===== src/rtl/mem_pkg.sv =====
// Shared definitions for the byte-memory controller.
// ADDR_W    : byte address width (bank bits on top, offset below)
// DATA_W    : memory data width (one byte per access)
// BANK_BITS : number of upper address bits that select the bank
// size_e    : request size encoding (byte / little-endian halfword)
// state_e   : controller FSM states
package mem_pkg;

   localparam int unsigned ADDR_W    = 12;
   localparam int unsigned DATA_W    = 8;
   localparam int unsigned BANK_BITS = 2;

   typedef enum logic {
      SZ_BYTE = 1'b0,
      SZ_HALF = 1'b1
   } size_e;

   typedef enum logic [2:0] {
      IDLE = 3'd0,
      ACC0 = 3'd1,
      ACC1 = 3'd2,
      CAP  = 3'd3,
      RSP  = 3'd4
   } state_e;

endpackage


===== src/rtl/mem_ctrl.sv =====
// mem_ctrl: host-request to byte-memory controller.
// Accepts one byte or halfword (little-endian) request at a time and turns it
// into one or two single-byte accesses on the memory port, then returns a
// response that is held until the host takes it.
// Ports:
//   clk, rst_n                   clock, asynchronous active-low reset
//   req_valid/req_ready          request handshake (ready only when idle)
//   req_we, req_size, req_addr,  request: write enable, size, byte address,
//   req_wdata                    write data (byte writes use [7:0])
//   rsp_valid/rsp_ready          response handshake
//   rsp_rdata                    read data, zero for writes
//   mem_we, mem_re               one-cycle memory strobes, never both high
//   mem_addr, mem_wdata          memory address/data, held between accesses
//   mem_rdata                    memory read data, valid the cycle after mem_re
module mem_ctrl
   import mem_pkg::*;
(
   input  logic                clk,
   input  logic                rst_n,
   input  logic                req_valid,
   output logic                req_ready,
   input  logic                req_we,
   input  logic                req_size,
   input  logic [ADDR_W-1:0]   req_addr,
   input  logic [2*DATA_W-1:0] req_wdata,
   output logic                rsp_valid,
   input  logic                rsp_ready,
   output logic [2*DATA_W-1:0] rsp_rdata,
   output logic                mem_we,
   output logic                mem_re,
   output logic [ADDR_W-1:0]   mem_addr,
   output logic [DATA_W-1:0]   mem_wdata,
   input  logic [DATA_W-1:0]   mem_rdata
);

   state_e              state_q,    state_d;
   logic                we_q,       we_d;
   size_e               size_q,     size_d;
   logic [ADDR_W-1:0]   addr_q,     addr_d;
   // Only the upper byte is needed after accept; the lower byte goes
   // straight into the memory data register.
   logic [DATA_W-1:0]   wdata_hi_q, wdata_hi_d;
   logic [2*DATA_W-1:0] rdata_q,    rdata_d;
   logic [ADDR_W-1:0]   maddr_q,    maddr_d;
   logic [DATA_W-1:0]   mwdata_q,   mwdata_d;

   logic in_access;

   always_comb begin
      state_d    = state_q;
      we_d       = we_q;
      size_d     = size_q;
      addr_d     = addr_q;
      wdata_hi_d = wdata_hi_q;
      rdata_d    = rdata_q;
      maddr_d    = maddr_q;
      mwdata_d   = mwdata_q;

      unique case (state_q)
         IDLE: begin
            if (req_valid) begin
               we_d       = req_we;
               size_d     = size_e'(req_size);
               addr_d     = req_addr;
               wdata_hi_d = req_wdata[2*DATA_W-1:DATA_W];
               rdata_d    = '0;
               // Memory address/data are registered, so load them for ACC0 now.
               maddr_d    = req_addr;
               mwdata_d   = req_wdata[DATA_W-1:0];
               state_d    = ACC0;
            end
         end
         ACC0: begin
            if (size_q == SZ_HALF) begin
               // 12-bit add wraps 0xFFF -> 0x000 and crosses banks freely.
               maddr_d  = addr_q + ADDR_W'(1);
               mwdata_d = wdata_hi_q;
               state_d  = ACC1;
            end else if (!we_q) begin
               state_d = CAP;
            end else begin
               state_d = RSP;
            end
         end
         ACC1: begin
            // mem_rdata here is the byte fetched in ACC0.
            if (!we_q) begin
               rdata_d[DATA_W-1:0] = mem_rdata;
            end
            state_d = we_q ? RSP : CAP;
         end
         CAP: begin
            if (size_q == SZ_HALF) begin
               rdata_d[2*DATA_W-1:DATA_W] = mem_rdata;
            end else begin
               rdata_d = {{DATA_W{1'b0}}, mem_rdata};
            end
            state_d = RSP;
         end
         RSP: begin
            if (rsp_ready) begin
               state_d = IDLE;
            end
         end
         default: state_d = IDLE;
      endcase
   end

   always_ff @(posedge clk or negedge rst_n) begin
      if (!rst_n) begin
         state_q    <= IDLE;
         we_q       <= 1'b0;
         size_q     <= SZ_BYTE;
         addr_q     <= '0;
         wdata_hi_q <= '0;
         rdata_q    <= '0;
         maddr_q    <= '0;
         mwdata_q   <= '0;
      end else begin
         state_q    <= state_d;
         we_q       <= we_d;
         size_q     <= size_d;
         addr_q     <= addr_d;
         wdata_hi_q <= wdata_hi_d;
         rdata_q    <= rdata_d;
         maddr_q    <= maddr_d;
         mwdata_q   <= mwdata_d;
      end
   end

   // Strobes decode straight from state so a reset drops them immediately.
   assign in_access = (state_q == ACC0) || (state_q == ACC1);
   assign mem_we    = in_access &&  we_q;
   assign mem_re    = in_access && !we_q;
   assign mem_addr  = maddr_q;
   assign mem_wdata = mwdata_q;
   assign req_ready = (state_q == IDLE);
   assign rsp_valid = (state_q == RSP);
   assign rsp_rdata = rdata_q;

endmodule

===== config.mk =====
export PLATFORM = sky130hd
export DESIGN_NAME = mem_ctrl
export DESIGN_NICKNAME = d
export VERILOG_FILES = /design/src/rtl/mem_pkg.sv /design/src/rtl/mem_ctrl.sv
export SDC_FILE = /design/constraint.sdc
export NUM_CORES = 1
export LEC_CHECK = 0
export CAP_MARGIN = 40
export CORE_MARGIN = 2
export CORE_UTILIZATION = 35
export DETAILED_ROUTE_END_ITERATION = 16
export SYNTH_ARGS = -nofsm -noshare
export SYNTH_HDL_FRONTEND = slang
export SYNTH_SLANG_ARGS = --single-unit

===== constraint.sdc =====
create_clock -name clk -period 4.35 [get_ports clk]
set_input_delay 0.6525 -clock clk [delete_from_list [all_inputs] [get_ports clk]]
set_output_delay 0.6525 -clock clk [all_outputs]
set_load 0.01 [all_outputs]

==> results by group, run 1 <==
Hold path
  – Min-delay worst type: input port to asynchronous set/reset pin

Clocking
  – Post-CTS Setup Repair Bufs: 0
  – H-tree levels: 3
  – Worst skew pair latency: 330 ps
  – Clock buffer depth: 2
  – Clk sinks: 61
  – PostCTS Resize Cnt: 0
  – Number of hold buffers added after cts: 0
  – Num CTS Buffers: 9
  – Reg clk slew, reported paths: 70 ps
  – CTS Root Cell: clkbuf_8
  – CTS tree: done

Power and ir drop
  – Internal: 1.917 mW
  – Net Sw Frac: 0.3316
  – Sequential share of power: 0.363
  – Clock power frac: 0.217
  – Power Dens Cells: 716.1 nW/um2
  – Leakage power: 1.660 nW
  – Total Power: 2.867 mW
  – Combinational share of power: 0.420
  – VDD IR-drop max: 297.2 uV
  – NetSw: 0.9507 mW

Worst setup path
  – Slowest Stage Delay on Critical Path: 630 ps
  – CP Capture Type: output pin
  – Crit-path leading delay family: flip-flops
  – Startpoint Class: register
  – Buffers and inverters on the worst path: 1
  – CP Class: register to output pin
  – Worst Path Max Fanout: 13
  – Arrival @ worst endpoint: 1870 ps
  – WP data required: 3700 ps
  – Crit path max-delay cell type: dfrtp_1
  – Crit-path cells: nor3b_1 > clkdlybuf4s50_1

Logic synthesis
  – Syn_area_per_cell: 11.57 um2
  – Synth top area cells: dfrtp_1, mux2i_1, mux2_1
  – Yosys cell types: 45
  – Post-Synthesis Cell Area: 2859 um2
  – Post-synthesis sequential area ratio: 0.5339
  – Post-synth EDFFs: 0
  – Area share of the largest cell type after synthesis: 0.5339
  – Post-synth ARST share: 1.000
  – Synth Instances: 247
  – Dominant synthesized flop cell: dfrtp_1
  – Area leader, netlist: dfrtp_1
  – Post-Syn Nets: 290
  – Post-synthesis register bit count: 61
  – Yosys warns: 0

Cells and area
  – Finished Core Util: 0.5128
  – Post-route cell area: 4004 um2
  – Commonest cells after routing, fill and taps aside: clkdlybuf4s50_1, dfrtp_1, nand2_1
  – Share of layout cells above drive strength 1: 0.1108
  – Diodes inserted: 0
  – Synth-to-layout area growth: 40.04%
  – Fill cells: 734
  – Most common cell after layout, fill and taps aside: clkdlybuf4s50_1
  – NumNets Final: 373

Global route
  – First-pass GRT wire length: 10610 um
  – GRT Resource Usage Total: 0.1550
  – Number of global-route vias before repair: 2128
  – Antenna violations before repair: 0
  – Congestion Overflow GR: 0
  – Largest net degree at the start of global routing: 29

Routing
  – Routed length per placed instance: 14.75 um
  – Metal3 WL: 300 um
  – Detailed Routing Iterations Pass 1: 4
  – Number of remaining DRC errors: 0
  – Routed Antenna Nets: 0
  – Via density: 4.791
  – Routed met2 length: 3067 um
  – Top routing layer in use: met4
  – Initial DRC Count: 88
  – Wire length on met1: 2964 um
  – Via count: 2089
  – Total wire length: 6429 um

Placed design
  – DP HPWL: 4620 um
  – PortBufs: 81
  – DP Area: 3757 um2
  – Global placer's final weighted congestion: 0.7931

STA
  – Final Cycle Share: 0.5801
  – Worst Clk Skew: 7.440 ps
  – Final hold vios: 0
  – Setup violations, final: 0
  – Fin crit period: 2523 ps
  – RSZ-0062 raised after global routing: no
  – Setup total negative slack: 0 ps
  – Hold WS: 213.3 ps
  – Worst-Margin Slew: 628.4 ps
  – Final slew viol count: 0
  – Max-slew headroom: 0.5802
  – F_max: 396.3 MHz

Floorplanning
  – Core footprint: 7807 um2
  – Die Wd: 94.38 um
  – Full die area: 8908 um2
  – I/O pins: 82
  – Die H: 94.38 um
  – Row Count: 32
  – Starting Density: 0.3662

Run status
  – Status: finished clean

Run
  – Max-cap violations: 0
## layer usage
layer / track usage / vias to the layer above
li1: - / 1023
met1: 0.2074 / 1004
met2: 0.2429 / 53
met3: 0.03352 / 9
met4: 0.06884 / 0
met5: 0 / -
## worst paths after layout
| kind | depth (start not counted) | startpoint | endpoint | slack (ps) |
|---|---|---|---|---|
| max in group asynchronous | 3 | rst_n | mem_addr[10] | 3280 |
| hold / removal | 1 | rst_n | rsp_rdata[7] | 210 |
| setup reg to reg | 3 | state_q[1] | rsp_rdata[13] | 2330 |
| min in group clk | 2 | mem_wdata[7] | mem_wdata[7] | 490 |
| setup / recovery | 2 | state_q[2] | rsp_valid | 1830 |
| hold reg to reg | 2 | mem_wdata[7] | mem_wdata[7] | 490 |
## flip-flops by register name (all words and copies together), names as in the netlist
register,count
rsp_rdata,16
mem_addr,12
we_q,1
size_q,1
wdata_hi_q,8
state_q,3
mem_wdata,8
addr_q,12
## worst register-to-register path: cells and delay by family (launching register included)
| kind | cells | cell delay, ps |
|---|---|---|
| and+or+nand+nor | 2 | 1130 |
| AOI/OAI and AO/OA | 1 | 240 |
| DFF | 1 | 590 |
## synth_stat cells, types with 2 or more instances
cell type / instances
mux2_2: 8
a22oi_1: 4
a21o_1: 2
a21oi_1: 4
inv_1: 10
nor2b_1: 3
nand2_1: 31
buf_6: 7
a22o_1: 8
nor2_1: 6
dfrtp_1: 61
clkbuf_2: 2
nand2b_1: 2
buf_2: 4
nand3_1: 5
xnor2_1: 9
mux2_1: 14
o21ai_0: 18
nor3_1: 4
nor3b_1: 2
mux2i_1: 19
## power groups by stage
stage,Clock (mW),Sequential (mW),Combinational [mW]
3_3_place_gp,0,1.05,1.16
4_1_cts,0.643,1.04,1.23
6_report,0.622,1.04,1.20
3_5_place_dp,0,1.05,1.22
2_1_floorplan,0,1.04,0.718
5_1_grt,0.665,1.09,1.33
## cell type report
cell class | count | area, um2 | share of cell area
timing repair buffer | 87 | 890.9 | 0.2225
clock inverter | 4 | 95.09 | 0.02375
tap | 102 | 127.6 | 0.03187
sequential | 61 | 1526 | 0.3812
clock buffer | 11 | 151.4 | 0.03781
multi-input combinational | 161 | 1175 | 0.2934
inverter | 10 | 37.54 | 0.009375
## cell families (layout without fill, tap and decap cells)
family | Yosys count | count (layout) | share of synthesized area
and+or+nand+nor | 64 | 64 | 0.1134
DFF | 61 | 61 | 0.5339
AOI/OAI and AO/OA | 45 | 45 | 0.1094
muxes | 41 | 41 | 0.1532
buffers and inverters | 25 | 112 | 0.05515
xor gates and xnor gates | 10 | 10 | 0.03064
adders and majority gates | 1 | 1 | 0.004376
## metrics by stage
stage	instances	setup WS, ps
floorplan	247	2624
global placement	418	1642
detailed placement	421	2013
CTS	436	1823
global route	436	1724
finish	436	1827
No activity file was read; power rests on OpenSTA's default activity.
==> run 2: changes to the inputs <==
clock period = 2.1 ns   (was 4.35 ns; I/O delays follow)
==> run 2 against run 1 <==
  * Clock skew down 3.0 ps
  * Hold slack improved by 120 ps
  * First-iteration DRC count fell by 20%
  * Critical path type unchanged
  * Largest cell class unchanged
==> results by group, run 2 (synthesis gave the netlist of run 1 again) <==
Run status
  – Status: finished clean

STA
  – Final slew viol count: 0 (unchanged)
  – F_max: 503.9 MHz
  – Setup total negative slack: 0 ps (unchanged)
  – Final hold vios: 0 (unchanged)
  – Max-slew headroom: 0.5937 (+0.01351)
  – Setup violations, final: 0 (unchanged)
  – Worst Clk Skew: 4.416 ps (-3.024 ps)
  – Worst-Margin Slew: 609.5 ps (-18.97 ps)
  – Post-route setup slack: 115.5 ps (-1711 ps)
  – Final Cycle Share: 0.9450
  – Fin crit period: 1984 ps
  – Hold WS: 337.6 ps (+124.2 ps)
  – RSZ-0062 raised after global routing: no

Global route
  – Congestion Overflow GR: 0 (unchanged)
  – Antenna violations before repair: 0 (unchanged)
  – First-pass GRT wire length: 10950 um (+3.2%)
  – Number of global-route vias before repair: 2128 (unchanged)
  – Largest net degree at the start of global routing: 37 (+28%)
  – GRT Resource Usage Total: 0.1615 (+0.006526)

Cells and area
  – Share of layout cells above drive strength 1: 0.1349 (+0.02412)
  – Commonest cells after routing, fill and taps aside: clkdlybuf4s50_1, dfrtp_1, nand2_1
  – Area of the multi-input gates: 1175 um2 (unchanged)
  – Synth-to-layout area growth: 40.13% (about the same)
  – Number of flip-flops under the largest register name: 16 (unchanged)
  – Most common cell after layout, fill and taps aside: clkdlybuf4s50_1
  – Seq. cell area: 1530 um2 (+0.25%)
  – Diodes inserted: 0 (unchanged)
  – Post-route cell area: 4006 um2 (about the same)
  – Fill cells: 716 (-2.5%)
  – Finished Core Util: 0.5131 (about the same)
  – NumNets Final: 379 (+1.6%)

Worst setup path
  – CP Capture Type: output pin
  – Arrival @ worst endpoint: 1670 ps (-200 ps)
  – Startpoint Class: register
  – WP data required: 1780 ps (-1920 ps)
  – Crit-path cells: xnor2_1 > nor3_1 > clkdlybuf4s50_1
  – CP Class: register to output pin
  – Crit path max-delay cell type: clkdlybuf4s50_1
  – Slowest Stage Delay on Critical Path: 560 ps (-70 ps)
  – Worst Path Max Fanout: 11 (-2)

Placed design
  – Dpl ws: 92.39 ps (-1920 ps)
  – DP HPWL: 4618 um (about the same)
  – Global placer's final weighted congestion: 0.7312 (-7.8%)
  – PortBufs: 81 (unchanged)
  – DP Area: 3757 um2 (unchanged)

Power and ir drop
  – VDD IR-drop max: 663.1 uV (+120%)
  – Power Dens Cells: 1441 nW/um2 (+100%)
  – Leakage power: 1.681 nW (+1.3%)

Clocking
  – Worst skew pair latency: 330 ps (about the same)
  – Reg clk slew, reported paths: 70 ps (about the same)
  – H-tree levels: 3 (unchanged)
  – Num CTS Buffers: 9 (unchanged)
  – CTS Root Cell: clkbuf_8
  – CTS tree: done
  – Clock buffer depth: 2 (unchanged)
  – Clk sinks: 61 (unchanged)

Routing
  – Routed Antenna Nets: 0 (unchanged)
  – Detailed Routing Iterations Pass 1: 4 (unchanged)
  – Via density: 4.822 (+0.63%)
  – Routed length per placed instance: 14.88 um (+0.88%)
  – Via count: 2136 (+2.2%)
  – Total wire length: 6590 um (+2.5%)
  – Number of remaining DRC errors: 0 (unchanged)
  – Initial DRC Count: 70 (-20%)

Floorplanning
  – Starting Density: 0.3662 (unchanged)
  – Die H: 94.38 um (unchanged)
  – Row Count: 32 (unchanged)
  – Die Wd: 94.38 um (unchanged)
  – I/O pins: 82 (unchanged)
  – Core footprint: 7807 um2 (unchanged)
  – Full die area: 8908 um2 (unchanged)

Run
  – Max-cap violations: 0 (unchanged)

Hold path
  – Min-delay worst type: input port to asynchronous set/reset pin
-- run 2: cell count changes in the layout (fill, tap and decap cells not counted), sizes merged --
cell	before	now
buf	7	12
bufinv	3	1
clkbuf	11	12
clkdlybuf4s50	80	79
clkinv	1	3
dlygate4sd3	0	1
dlymetal6s2s	0	1
-- run 2: critical path: cells and delay by family, from the launching register on --
family	cells	cell delay [ps]
simple gates	1	130
flops	1	480
xor+xnor	1	170
buf+inv	1	560
-- run 2: final cells by class --
cell class / count / share of cell area
sequential: 61 / 0.3819
multi-input combinational: 161 / 0.2933
timing repair buffer: 93 / 0.2311
clock buffer: 12 / 0.04122
tap: 102 / 0.03186
clock inverter: 4 / 0.01124
inverter: 10 / 0.009369
-- run 2: stage by stage --
step / cells / power (mW)
after detailed placement: 423 / 4.708
final: 443 / 5.772
after floorplan: 247 / 3.652
after CTS: 440 / 5.830
after global routing: 443 / 6.224
after global placement: 423 / 4.652
-- run 2: power by group --
group | switching (mW) | total, mW | internal (mW)
Clock | 0.460 | 1.10 | 0.639
Combinational | 1.11 | 2.53 | 1.42
Sequential | 0.421 | 2.14 | 1.72
Total | 2.00 | 5.77 | 3.78
-- run 2: path summary, 6_finish.rpt --
kind	start	end	slack [ps]	cells past startpoint
max in group asynchronous	rst_n	mem_wdata[7]	1250	3
hold reg to reg	mem_wdata[1]	mem_wdata[1]	480	2
setup / recovery	state_q[0]	mem_re	120	3
min in group clk	mem_wdata[1]	mem_wdata[1]	480	2
setup reg to reg	state_q[1]	mem_addr[0]	360	5
hold / removal	rst_n	rsp_rdata[0]	340	2
-- run 2: timing repair --
| action | in CTS | in global routing |
|---|---|---|
| endpoints found under the hold margin | 4 | 0 |
| setup buffers | 0 | 3 |
| endpoints found under the setup margin | 3 | 4 |
| resized for setup | 1 | 3 |
| hold buffers | 1 | 0 |
-- run 2: per-layer routing --
layer  track usage  share of wire  vias up
met4       0.05797          0.013        0
met3       0.04868          0.058       10
met5             0              0        -
li1              -              -     1032
met1        0.2131           0.44     1042
met2        0.2530           0.48       52
